==> src/rtl/load_pkg.sv <==
// Shared definitions for the load alignment unit:
// load op encodings, FSM states and op decode helpers.
package load_pkg;

  localparam logic [2:0] OP_LB  = 3'b000;
  localparam logic [2:0] OP_LH  = 3'b001;
  localparam logic [2:0] OP_LW  = 3'b010;
  localparam logic [2:0] OP_LD  = 3'b011;
  localparam logic [2:0] OP_LBU = 3'b100;
  localparam logic [2:0] OP_LHU = 3'b101;
  localparam logic [2:0] OP_LWU = 3'b110;
  localparam logic [2:0] OP_ILL = 3'b111;

  typedef enum logic [2:0] {
    S_IDLE,
    S_REQ0,
    S_WAIT0,
    S_REQ1,
    S_WAIT1,
    S_RESP
  } state_t;

  // Access size in bytes; the low two funct3 bits
  // encode log2(size).
  function automatic logic [3:0] op_size(
    input logic [2:0] op
  );
    logic [3:0] sz;
    case (op[1:0])
      2'b00:   sz = 4'd1;
      2'b01:   sz = 4'd2;
      2'b10:   sz = 4'd4;
      default: sz = 4'd8;
    endcase
    return sz;
  endfunction

  function automatic logic op_illegal(
    input logic [2:0] op,
    input int         xlen
  );
    return (op == OP_ILL) ||
           ((xlen == 32) &&
            ((op == OP_LD) || (op == OP_LWU)));
  endfunction

  // funct3[2] set selects zero extension.
  function automatic logic op_signed(
    input logic [2:0] op
  );
    return ~op[2];
  endfunction

endpackage

==> src/rtl/load_extract.sv <==
// Shift/extract/extend of a (possibly split) load.
// Ports: i_data {hi,lo}, i_offset byte offset,
// i_op funct3, o_result extended XLEN result.
module load_extract
  import load_pkg::*;
#(
  parameter  int XLEN = 32,
  localparam int OFFW = $clog2(XLEN / 8)
) (
  input  logic [2*XLEN-1:0] i_data,
  input  logic [OFFW-1:0]   i_offset,
  input  logic [2:0]        i_op,
  output logic [XLEN-1:0]   o_result
);

  logic [2*XLEN-1:0] w_shifted;
  logic [XLEN-1:0]   w_low;
  logic [XLEN-1:0]   w_keep;
  logic [XLEN-1:0]   w_top;
  logic              w_sign;

  always_comb begin
    w_shifted = i_data >> {i_offset, 3'b000};
    w_low     = w_shifted[XLEN-1:0];
    case (op_size(i_op))
      4'd1:    w_keep = XLEN'(64'hFF);
      4'd2:    w_keep = XLEN'(64'hFFFF);
      4'd4:    w_keep = XLEN'(64'hFFFF_FFFF);
      default: w_keep = '1;
    endcase
    // One-hot of the most significant kept bit.
    w_top    = w_keep ^ (w_keep >> 1);
    w_sign   = op_signed(i_op) & (|(w_low & w_top));
    o_result = (w_low & w_keep) |
               (w_sign ? ~w_keep : '0);
  end

endmodule

==> src/rtl/load_align_unit.sv <==
// Load alignment unit: splits misaligned loads into
// two aligned beats and returns the extended result.
// Ports: ld_* request (valid/ready), mem_* read port
// (req/gnt, rvalid/rdata), rsp_* one-cycle result.
module load_align_unit
  import load_pkg::*;
#(
  parameter int XLEN             = 32,
  parameter bit ALLOW_MISALIGNED = 1'b1
) (
  input  logic            clk,
  input  logic            reset,
  input  logic            ld_valid,
  output logic            ld_ready,
  input  logic [XLEN-1:0] ld_addr,
  input  logic [2:0]      ld_op,
  output logic            mem_req,
  input  logic            mem_gnt,
  output logic [XLEN-1:0] mem_addr,
  input  logic            mem_rvalid,
  input  logic [XLEN-1:0] mem_rdata,
  output logic            rsp_valid,
  output logic [XLEN-1:0] rsp_data,
  output logic            rsp_fault
);

  localparam int WB   = XLEN / 8;
  localparam int OFFW = $clog2(WB);

  state_t          r_state;
  state_t          w_next;
  logic [XLEN-1:0] r_addr;
  logic [2:0]      r_op;
  logic            r_fault;
  logic [XLEN-1:0] r_lo;
  logic [XLEN-1:0] r_hi;

  logic            w_accept;
  logic [3:0]      w_size_in;
  logic            w_misal;
  logic            w_cap_fault;
  logic [4:0]      w_end;
  logic            w_split;
  logic [XLEN-1:0] w_base;
  logic [XLEN-1:0] w_result;

  assign w_accept  = ld_valid && (r_state == S_IDLE);
  assign w_size_in = op_size(ld_op);
  assign w_misal   = |(ld_addr[3:0] &
                       (w_size_in - 4'd1));

  assign w_cap_fault =
    op_illegal(ld_op, XLEN) ||
    (!ALLOW_MISALIGNED && w_misal);

  // Split when the access runs past the word end.
  assign w_end   = 5'(r_addr[OFFW-1:0]) +
                   5'(op_size(r_op));
  assign w_split = w_end > 5'(WB);

  assign w_base = {r_addr[XLEN-1:OFFW],
                   {OFFW{1'b0}}};

  load_extract #(
    .XLEN(XLEN)
  ) u_extract (
    .i_data  ({r_hi, r_lo}),
    .i_offset(r_addr[OFFW-1:0]),
    .i_op    (r_op),
    .o_result(w_result)
  );

  always_ff @(posedge clk) begin
    if (reset) begin
      r_state <= S_IDLE;
    end else begin
      r_state <= w_next;
    end
  end

  always_comb begin
    w_next    = r_state;
    ld_ready  = 1'b0;
    mem_req   = 1'b0;
    mem_addr  = '0;
    rsp_valid = 1'b0;
    rsp_fault = 1'b0;
    rsp_data  = '0;
    case (r_state)
      S_IDLE: begin
        ld_ready = 1'b1;
        if (ld_valid) begin
          w_next = w_cap_fault ? S_RESP : S_REQ0;
        end
      end
      S_REQ0: begin
        mem_req  = 1'b1;
        mem_addr = w_base;
        if (mem_gnt) begin
          w_next = S_WAIT0;
        end
      end
      S_WAIT0: begin
        if (mem_rvalid) begin
          w_next = w_split ? S_REQ1 : S_RESP;
        end
      end
      S_REQ1: begin
        mem_req  = 1'b1;
        mem_addr = w_base + XLEN'(WB);
        if (mem_gnt) begin
          w_next = S_WAIT1;
        end
      end
      S_WAIT1: begin
        if (mem_rvalid) begin
          w_next = S_RESP;
        end
      end
      S_RESP: begin
        rsp_valid = 1'b1;
        rsp_fault = r_fault;
        rsp_data  = r_fault ? '0 : w_result;
        w_next    = S_IDLE;
      end
      default: w_next = S_IDLE;
    endcase
  end

  always_ff @(posedge clk) begin
    if (reset) begin
      r_addr  <= '0;
      r_op    <= '0;
      r_fault <= 1'b0;
      r_lo    <= '0;
      r_hi    <= '0;
    end else begin
      if (w_accept) begin
        r_addr  <= ld_addr;
        r_op    <= ld_op;
        r_fault <= w_cap_fault;
        r_hi    <= '0;
      end
      if ((r_state == S_WAIT0) && mem_rvalid) begin
        r_lo <= mem_rdata;
      end
      if ((r_state == S_WAIT1) && mem_rvalid) begin
        r_hi <= mem_rdata;
      end
    end
  end

endmodule

==> config.mk <==
export PLATFORM = sky130hd
export DESIGN_NAME = load_align_unit
export DESIGN_NICKNAME = d
export VERILOG_FILES = /design/src/rtl/load_pkg.sv /design/src/rtl/load_extract.sv /design/src/rtl/load_align_unit.sv
export SDC_FILE = /design/constraint.sdc
export NUM_CORES = 1
export LEC_CHECK = 0
export ABC_AREA = 0
export CAP_MARGIN = 20
export CORE_MARGIN = 4
export CORE_UTILIZATION = 50
export DETAILED_ROUTE_END_ITERATION = 7
export PLACE_DENSITY = 0.85
export SLEW_MARGIN = 15
export SYNTH_ARGS = -nofsm -noshare
export SYNTH_HDL_FRONTEND = slang
export SYNTH_HIERARCHICAL = 1
export SYNTH_SLANG_ARGS = --single-unit
==> constraint.sdc <==
create_clock -name clk -period 6.35 [get_ports clk]
set_input_delay 1.27 -clock clk [delete_from_list [all_inputs] [get_ports clk]]
set_output_delay 1.27 -clock clk [all_outputs]
set_load 0.05 [all_outputs]
==> results of run 1 <==
-- worst register-to-register path: cells and delay by family (launching register included) --
kind	cells	cell delay [ns]
compound gates	3	0.72
flops	1	0.93
simple gates	2	0.24
buf+inv	1	0.07
fa+ha+maj	2	0.64
-- power by group through the flow --
stage / clock, mW / sequential [mW] / combinational, mW
after floorplan: 0 / 0.660 / 0.208
after global placement: 0 / 0.683 / 0.275
after detailed placement: 0 / 0.686 / 0.282
after CTS: 0.570 / 0.673 / 0.284
after global routing: 0.599 / 0.680 / 0.307
final: 0.562 / 0.675 / 0.285
-- stage by stage --
step | hold slack [ns] | utilization, % | setup slack [ns]
detailed placement | 0.455 | 63.4 | 2.23
CTS | 0.467 | 66.3 | 1.85
global route | 0.501 | 66.4 | 1.61
finish | 0.462 | 66.4 | 1.81
global placement | 0.445 | 63.4 | 2.35
floorplan | 0.433 | - | 2.76
-- flip-flops by register name (all words and copies together), names as in the netlist --
name,flops
r_fault,1
r_lo,32
r_state,3
r_op,3
r_addr,32
r_hi,24
-- final cells by class --
| class | instances | area [sq um] |
|---|---|---|
| clock inverter | 7 | 90.1 |
| clock buffer | 9 | 225 |
| fill | 870 | 3690 |
| multi-input combinational | 553 | 3460 |
| timing repair buffer | 143 | 1410 |
| inverter | 7 | 26.3 |
| sequential | 95 | 1900 |
| tap | 140 | 175 |
-- how the worst max path moves through the flow --
stage / end / slack (ns) / depth (start not counted)
3_5_place_dp: mem_addr[27] / 2.23 / 5
3_3_place_gp: mem_addr[27] / 2.35 / 5
6_report: mem_addr[27] / 1.81 / 5
5_1_grt: mem_addr[27] / 1.61 / 5
2_1_floorplan: mem_addr[30] / 2.76 / 7
4_1_cts: mem_addr[27] / 1.85 / 5
-- layout by cell type, fill, tap and decap left out, types with 2 or more instances in the layout --
| cell | n |
|---|---|
| a211oi_1 | 2 |
| conb_1 | 2 |
| o21ai_0 | 17 |
| a21oi_1 | 105 |
| or4_1 | 12 |
| clkinv_4 | 3 |
| nand2b_1 | 4 |
| xor2_1 | 7 |
| ha_1 | 2 |
| mux4_2 | 34 |
| clkdlybuf4s50_1 | 136 |
| and4_1 | 6 |
| o21ai_1 | 9 |
| nor2b_1 | 3 |
| and3_1 | 6 |
| o31ai_1 | 12 |
| xnor2_1 | 5 |
| nor2_1 | 18 |
| nand3_1 | 34 |
| inv_1 | 7 |
| clkbuf_16 | 9 |
| buf_4 | 6 |
| inv_8 | 3 |
| and2_1 | 37 |
| o21a_1 | 5 |
| nor3_1 | 4 |
| dfxtp_1 | 94 |
| nand4_1 | 4 |
| nand2_1 | 197 |
| or2_2 | 2 |
| nor4_1 | 2 |
| a21o_1 | 2 |
| mux2i_1 | 3 |
| nand3b_1 | 2 |
-- layer usage --
metal,GRT usage (%),routed length (um)
met1,32.2,6580
met2,42.0,8010
met3,8.05,1810
met4,7.67,359
met5,0,0
==> impl_metrics.tcl, run 1 <==
set metrics [dict create \
    period_needed_ns 4.54 \
    worst-path-buf-inv 1 \
    combPwrFrac_pct 18.7 \
    reg2reg_setup_slack_ns 3.65 \
    power.internal_mw 1.06 \
    leakagePower_nw 2.39 \
    r2r-start "r_op[1]" \
    grt_pass1_vias 5427 \
    worstHoldStart "r_lo[6]" \
    ir_worst_vdd_uv 143 \
    drc 0 \
    post-dp-hpwl_um 11800 \
    clk-insertion-delay-late_ns 0.34 \
    drt_iter0_drc 486 \
    vias_per_cell 5.97 \
    start_util_pct 52.0 \
    cp.required_ns 5.08 \
    num_vias 5691 \
    min_to "r_lo[6]" \
    syn_area_sq_um 5710 \
    dpl_cell_area_sq_um 6970 \
    criticalPathCategory "reg -> out" \
    wl_per_cell_um 17.6 \
    grt_pass1_wl_um 27100 \
    core-area_sq_um 11000 \
    cpPeakStageDelay_ns 0.86 \
    worstHoldPathCells 2 \
    finalCritPeriodShare_pct 71.4 \
    drive_above_1_share_pct 8.48 \
    min_path_type "reg -> reg" \
    ant_nets 0 \
    rr_endpoint "r_state[1]" \
    worst_setup_path_start_kind "flop" \
    synth_area_per_cell_sq_um 7.89 \
    pin_count 140 \
    finalSetupViolCount 0 \
    p_seq_share_pct 44.3 \
    hold_viol_final 0 \
    final_nets 884 \
    relSlewSlack_pct 30.1 \
    cts_tree "yes" \
    die_area_sq_um 13200 \
    die_w_um 115 \
    antenna_found_initial 0 \
    cts_buffer_depth 2 \
    dr.pass1.iters 5 \
    end_kind "output pin" \
    rows 38 \
    die_h_um 115 \
    fin_cells 954 \
    htreeDepth 3 \
    p_per_area_nw_per_um2 209 \
    finalInstanceArea_sq_um 7290 \
    finalClockSkew_ns 0.00614 \
    clock_power_share_pct 36.9 \
    status "complete, no violations" \
    post_cts_resized 0 \
    max_freq_mhz 220 \
    overflow 0 \
    place_inst 938 \
    fin_setup_tns_ns 0 \
    grt_max_degree 96 \
    numCtsBuffers 9 \
    power_mw 1.52 \
    n_antenna_cell 0 \
    r2r_cells 8 \
    cts_setup_buffers 0 \
    gp_congestion 0.927 \
    postCtsHoldBufs 0 \
    portBuffers 137 \
    crit_fanout 16 \
    worst_slew_pin_slew_ns 1.05 \
    areaGrowthSynthToFinish_pct 27.7 \
    routed_wl_um 16800 \
    switching_share_pct 30.3 \
    grt_use_total_pct 25.5 \
    crit_family "simple AND/OR/NAND/NOR gates" \
    cts.sinks 95 \
    cts.clk_slew.worst_paths_ns 0.07 \
    cp.arrival_ns 3.27 \
    syn_inst 723 \
    drv_cap 0 \
    ys_warn_count 6 \
    crit_path_start "r_addr[10]" \
    cts_root_buf "clkbuf_16" \
    crit_chain "and4_1, nand4_1, or4_1, a21oi_1, clkdlybuf4s50_1" \
    final_max_slew_viol_count 0 \
    rsz0062_at_grt "no" \
    p_sw_mw 0.461 \
    crit_slowest_cell "clkdlybuf4s50_1" \
]
Power figures use the tool's default switching activity.
==> run 2, diff against run 1 <==
==> constraint.sdc (replaced) <==
create_clock -name clk -period 4.3 [get_ports clk]
set_input_delay 0.86 -clock clk [delete_from_list [all_inputs] [get_ports clk]]
set_output_delay 0.86 -clock clk [all_outputs]
set_load 0.05 [all_outputs]
==> impl_metrics.tcl, run 2 (synthesis gave the netlist of run 1 again) <==
set metrics [dict create \
    final_common_cell "nand2_1" \
    cp_num_cells 5 \
    finalCritPeriodShare_pct 94.4 \
    routed_wl_um 16600 \
    min_path_type "reg -> reg" \
    grt_max_degree 43 \
    numCtsBuffers 9 \
    criticalPathCategory "reg -> out" \
    switching_share_pct 29.3 \
    period_needed_ns 4.06 \
    antenna_found_initial 0 \
    rsz0062_at_grt "no" \
    post_cts_resized 0 \
    seq_area_sq_um 1900 \
    crit_slowest_cell "clkdlybuf4s50_1" \
    die_area_sq_um 13200 \
    r2r_cells 8 \
    p_sw_mw 0.672 \
    core-area_sq_um 11000 \
    worst_slew_pin_slew_ns 0.944 \
    n_antenna_cell 0 \
    postCtsHoldBufs 0 \
    cts_buffer_depth 2 \
    worstHoldPathCells 2 \
    cts.clk_slew.worst_paths_ns 0.07 \
    p_per_area_nw_per_um2 312 \
    combPwrFrac_pct 19.0 \
    finalSetupViolCount 0 \
    top_layer "met4" \
    die_h_um 115 \
    drt-met1-wl_um 6590 \
    grt_pass1_vias 5487 \
    wl_per_cell_um 17.3 \
    cts_setup_buffers 0 \
    leakagePower_nw 2.41 \
    status "complete, no violations" \
    vias_per_cell 5.96 \
    cp.required_ns 3.44 \
    cpPeakStageDelay_ns 0.82 \
    clock_power_share_pct 37.7 \
    fin_hold_ws_ns 0.466 \
    dr.pass1.iters 7 \
    final_max_slew_viol_count 0 \
    crit_fanout 16 \
    overflow 0 \
    final_nets 889 \
    nFillCells 876 \
    hold_viol_final 0 \
    post-dp-hpwl_um 12000 \
    cts_root_buf "clkbuf_16" \
    drc 0 \
    crit_chain "and4_1, nand4_1, or4_1, a21oi_1, clkdlybuf4s50_1" \
    drv_cap 0 \
    met2_length_um 8040 \
    grt_use_total_pct 25.0 \
    num_vias 5717 \
    relSlewSlack_pct 37.1 \
    drive_above_1_share_pct 8.91 \
    pin_count 140 \
    drt_iter0_drc 466 \
    ant_nets 0 \
    start_util_pct 52.0 \
    wl_met3_um 1630 \
    crit_family "simple AND/OR/NAND/NOR gates" \
    ir_worst_vdd_uv 200 \
    portBuffers 137 \
    cts_tree "yes" \
    fin_setup_tns_ns 0 \
    layout_common_cells "nand2_1 (197), clkdlybuf4s50_1 (136), a21oi_1 (105)" \
    rows 38 \
    worst_setup_path_start_kind "flop" \
    grt_pass1_wl_um 26900 \
    die_w_um 115 \
    power.internal_mw 1.62 \
    cts.sinks 95 \
    cp.arrival_ns 3.20 \
    areaGrowthSynthToFinish_pct 28.6 \
    htreeDepth 3 \
    max_freq_mhz 246 \
    worst-path-buf-inv 1 \
    clk-insertion-delay-late_ns 0.34 \
    multi_input_area_sq_um 3450 \
    end_kind "output pin" \
    p_seq_share_pct 43.2 \
    top_regs "r_addr x32, r_lo x32, r_hi x24" \
    finalClockSkew_ns 0.00614 \
    gp_congestion 0.893 \
]
[run 2: changes by cell type in the layout (fill, tap and decap cells not counted), moves of 3 or more]
cell        previous run  this run
clkinvlp_4             0         3
buf_4                  6        10
inv_8                  3         0
clkinv_4               3         0
[run 2: layout make-up]
cell class	count	area share (%)
multi-input combinational	553	47.0
sequential	95	25.9
timing repair buffer	148	19.9
clock buffer	9	3.07
tap	140	2.39
clock inverter	7	1.31
inverter	7	0.358
[run 2: power by group through the flow]
stage               Sequential (mW)  Clock [mW]  Combinational, mW
finish                        0.991       0.865              0.435
global placement               1.00           0              0.419
CTS                           0.988       0.868              0.434
global route                  0.999       0.901              0.468
floorplan                     0.975           0              0.307
detailed placement             1.01           0              0.430
[run 2: metrics by stage]
step | cells | power (mW) | cell area [sq um] | worst slack [ns] | util [%]
floorplan | 724 | 1.28 | 5710 | 1.12 | -
global placement | 943 | 1.42 | 7020 | 0.730 | 63.9
detailed placement | 943 | 1.44 | 7020 | 0.665 | 63.9
CTS | 959 | 2.29 | 7340 | 0.272 | 66.8
global route | 959 | 2.37 | 7340 | 0.0534 | 66.8
finish | 959 | 2.29 | 7340 | 0.243 | 66.8
[run 2: per-layer routing]
layer  vias to the layer above  GRT usage [%]
met5                         -              0
met1                      2683           33.2
met2                       312           40.9
met3                        35           4.84
met4                         0           8.84
li1                       2687              -
[run 2: final timing paths]
path	start	endpoint	slack [ns]
worst max-delay path	r_addr[10]	mem_addr[25]	0.24
worst min-delay path	r_lo[3]	r_lo[3]	0.47
worst max register to register	r_op[1]	r_state[1]	1.53
worst min register to register	r_lo[3]	r_lo[3]	0.47
[run 2: worst reg2reg max path, cell delays in order, from the launching register on]
cell and delay [ns]:
dfxtp_1 0.92, nor2_1 0.11, ha_1 0.22, inv_1 0.06
fa_1 0.41, nand2b_1 0.14, o21ai_0 0.14, a311o_1 0.34
a311oi_1 0.34
==> run 3, diff against run 2 <==
--- a/config.mk
+++ b/config.mk
@@ -8,9 +8,10 @@
 export ABC_AREA = 0
 export CAP_MARGIN = 20
 export CORE_MARGIN = 4
-export CORE_UTILIZATION = 50
+export CORE_UTILIZATION = 35
 export DETAILED_ROUTE_END_ITERATION = 7
-export PLACE_DENSITY = 0.85
+export GPL_ROUTABILITY_DRIVEN = 0
+export PLACE_DENSITY = 0.64
 export SLEW_MARGIN = 15
 export SYNTH_ARGS = -nofsm -noshare
 export SYNTH_HDL_FRONTEND = slang
==> impl_metrics.tcl, run 3 (synthesis gave the netlist of run 1 again) <==
set metrics [dict create \
    p_sw_mw 0.644 \
    cp.arrival_ns 3.06 \
    ant_nets 0 \
    antenna_found_initial 0 \
    dr.pass1.iters 5 \
    cts_buffer_depth 2 \
    power.internal_mw 1.59 \
    worst_slew_pin_slew_ns 0.971 \
    fin_hold_ws_ns 0.458 \
    drv_cap 0 \
    switching_share_pct 28.8 \
    worst_setup_path_start_kind "flop" \
    clock_power_share_pct 36.3 \
    areaGrowthSynthToFinish_pct 29.9 \
    pin_count 140 \
    power_mw 2.23 \
    die_area_sq_um 18400 \
    clk-insertion-delay-late_ns 0.34 \
    fin_setup_tns_ns 0 \
    min_to "r_lo[0]" \
    cts_tree "yes" \
    multi_input_area_sq_um 3450 \
    rr_endpoint "r_state[2]" \
    setup_slack_ns 0.382 \
    finalSetupViolCount 0 \
    drc 0 \
    post-dp-hpwl_um 11800 \
    ir_worst_vdd_uv 156 \
    crit_fanout 11 \
    die_w_um 136 \
    r2r_cells 7 \
    leakagePower_nw 2.46 \
    drive_above_1_share_pct 10.9 \
    hold_viol_final 0 \
    period_needed_ns 3.92 \
    num_vias 5370 \
    htreeDepth 3 \
    reg2reg_setup_slack_ns 1.98 \
    wl_per_cell_um 15.8 \
    final_common_cell "nand2_1" \
    routed_wl_um 16400 \
    cts.sinks 95 \
    pre_cts_ws_ns 0.771 \
    grt_pass1_vias 4877 \
    cts_setup_buffers 0 \
    numCtsBuffers 9 \
    grt_pass1_wl_um 26300 \
    layout_common_cells "nand2_1 (197), clkdlybuf4s50_1 (122), a21oi_1 (105)" \
    post_cts_resized 0 \
    postCtsHoldBufs 0 \
    grt_use_total_pct 17.8 \
    n_antenna_cell 0 \
    max_freq_mhz 255 \
    vias_per_cell 5.17 \
    worstHoldPathCells 2 \
    r2r-start "r_addr[0]" \
    nFillCells 1618 \
    relSlewSlack_pct 35.3 \
    cts.clk_slew.worst_paths_ns 0.06 \
    finalInstanceArea_sq_um 7410 \
    drt_iter0_drc 338 \
    seq_area_sq_um 1900 \
    rows 46 \
    cp.required_ns 3.44 \
    start_util_pct 35.8 \
    crit_chain "ha_1, and4_1, nand3_4, or4_1, a21oi_1, clkdlybuf4s50_1" \
    min_path_type "reg -> reg" \
    p_per_area_nw_per_um2 301 \
    final_nets 894 \
    final_max_slew_viol_count 0 \
    finalCritPeriodShare_pct 91.1 \
    portBuffers 137 \
    criticalPathCategory "reg -> out" \
    crit_slowest_cell "clkdlybuf4s50_1" \
    grt_max_degree 43 \
    status "complete, no violations" \
    finalClockSkew_ns 0.00455 \
    top_regs "r_addr x32, r_lo x32, r_hi x24" \
    overflow 0 \
    rsz0062_at_grt "no" \
    cpPeakStageDelay_ns 0.82 \
    dpl_cell_area_sq_um 7120 \
    end_kind "output pin" \
    worstHoldStart "r_lo[0]" \
    p_seq_share_pct 44.1 \
    core-area_sq_um 15900 \
    cts_root_buf "clkbuf_16" \
    die_h_um 136 \
    combPwrFrac_pct 19.7 \
]
==> run 3: cell count changes in the layout (fill, tap and decap cells not counted), sizes merged <==
cell / delta
clkbuf: +3
inv: -1
clkdlybuf4s50: -14
bufinv: -1
clkinvlp: -2
buf: +19
==> run 3: final cells by class <==
class | instances | area share, %
Clock inverter | 3 | 0.574
Sequential cell | 95 | 25.7
Multi-Input combinational cell | 553 | 46.6
Clock buffer | 12 | 3.46
Inverter | 7 | 0.354
Tap cell | 216 | 3.64
Timing Repair Buffer | 153 | 19.7
==> run 3: power groups by stage <==
stage	clock network [mW]	registers, mW	logic, mW
after floorplan	0	0.975	0.307
after global placement	0	1.00	0.440
after detailed placement	0	1.00	0.440
after CTS	0.830	0.985	0.441
after global routing	0.873	0.994	0.481
final	0.810	0.985	0.439
==> run 3: per-stage QoR <==
stage / std cells / util [%]
detailed placement: 1024 / 44.6
CTS: 1039 / 46.5
global placement: 1024 / 44.6
floorplan: 724 / -
finish: 1039 / 46.5
global route: 1039 / 46.5
==> run 3: worst max path at each step <==
stage / start / to / slack (ns) / cells after the start
after floorplan: r_addr[2] / mem_addr[30] / 1.12 / 7
after global placement: r_addr[6] / mem_addr[25] / 0.82 / 5
after detailed placement: r_addr[2] / mem_addr[30] / 0.77 / 6
after CTS: r_addr[2] / mem_addr[30] / 0.37 / 6
after global routing: r_addr[6] / mem_addr[25] / 0.17 / 5
final: r_addr[2] / mem_addr[30] / 0.38 / 6
==> run 3: metal layers <==
metal  vias up  part of all wire, %  global-route usage (%)
li1       2706                    -                       -
met1      2468                   46                    25.5
met2       178                   46                    27.2
met3        18                  7.5                    3.90
met4         0                  1.4                    5.26
met5         -                    0                       0
==> run 3: critical path: cells and delay by family (launching register included) <==
| family | cells | cell delay (ns) |
|---|---|---|
| buf+inv | 1 | 0.82 |
| compound gates | 1 | 0.18 |
| simple gates | 3 | 1.14 |
| fa+ha+maj | 1 | 0.18 |
| flops | 1 | 0.38 |
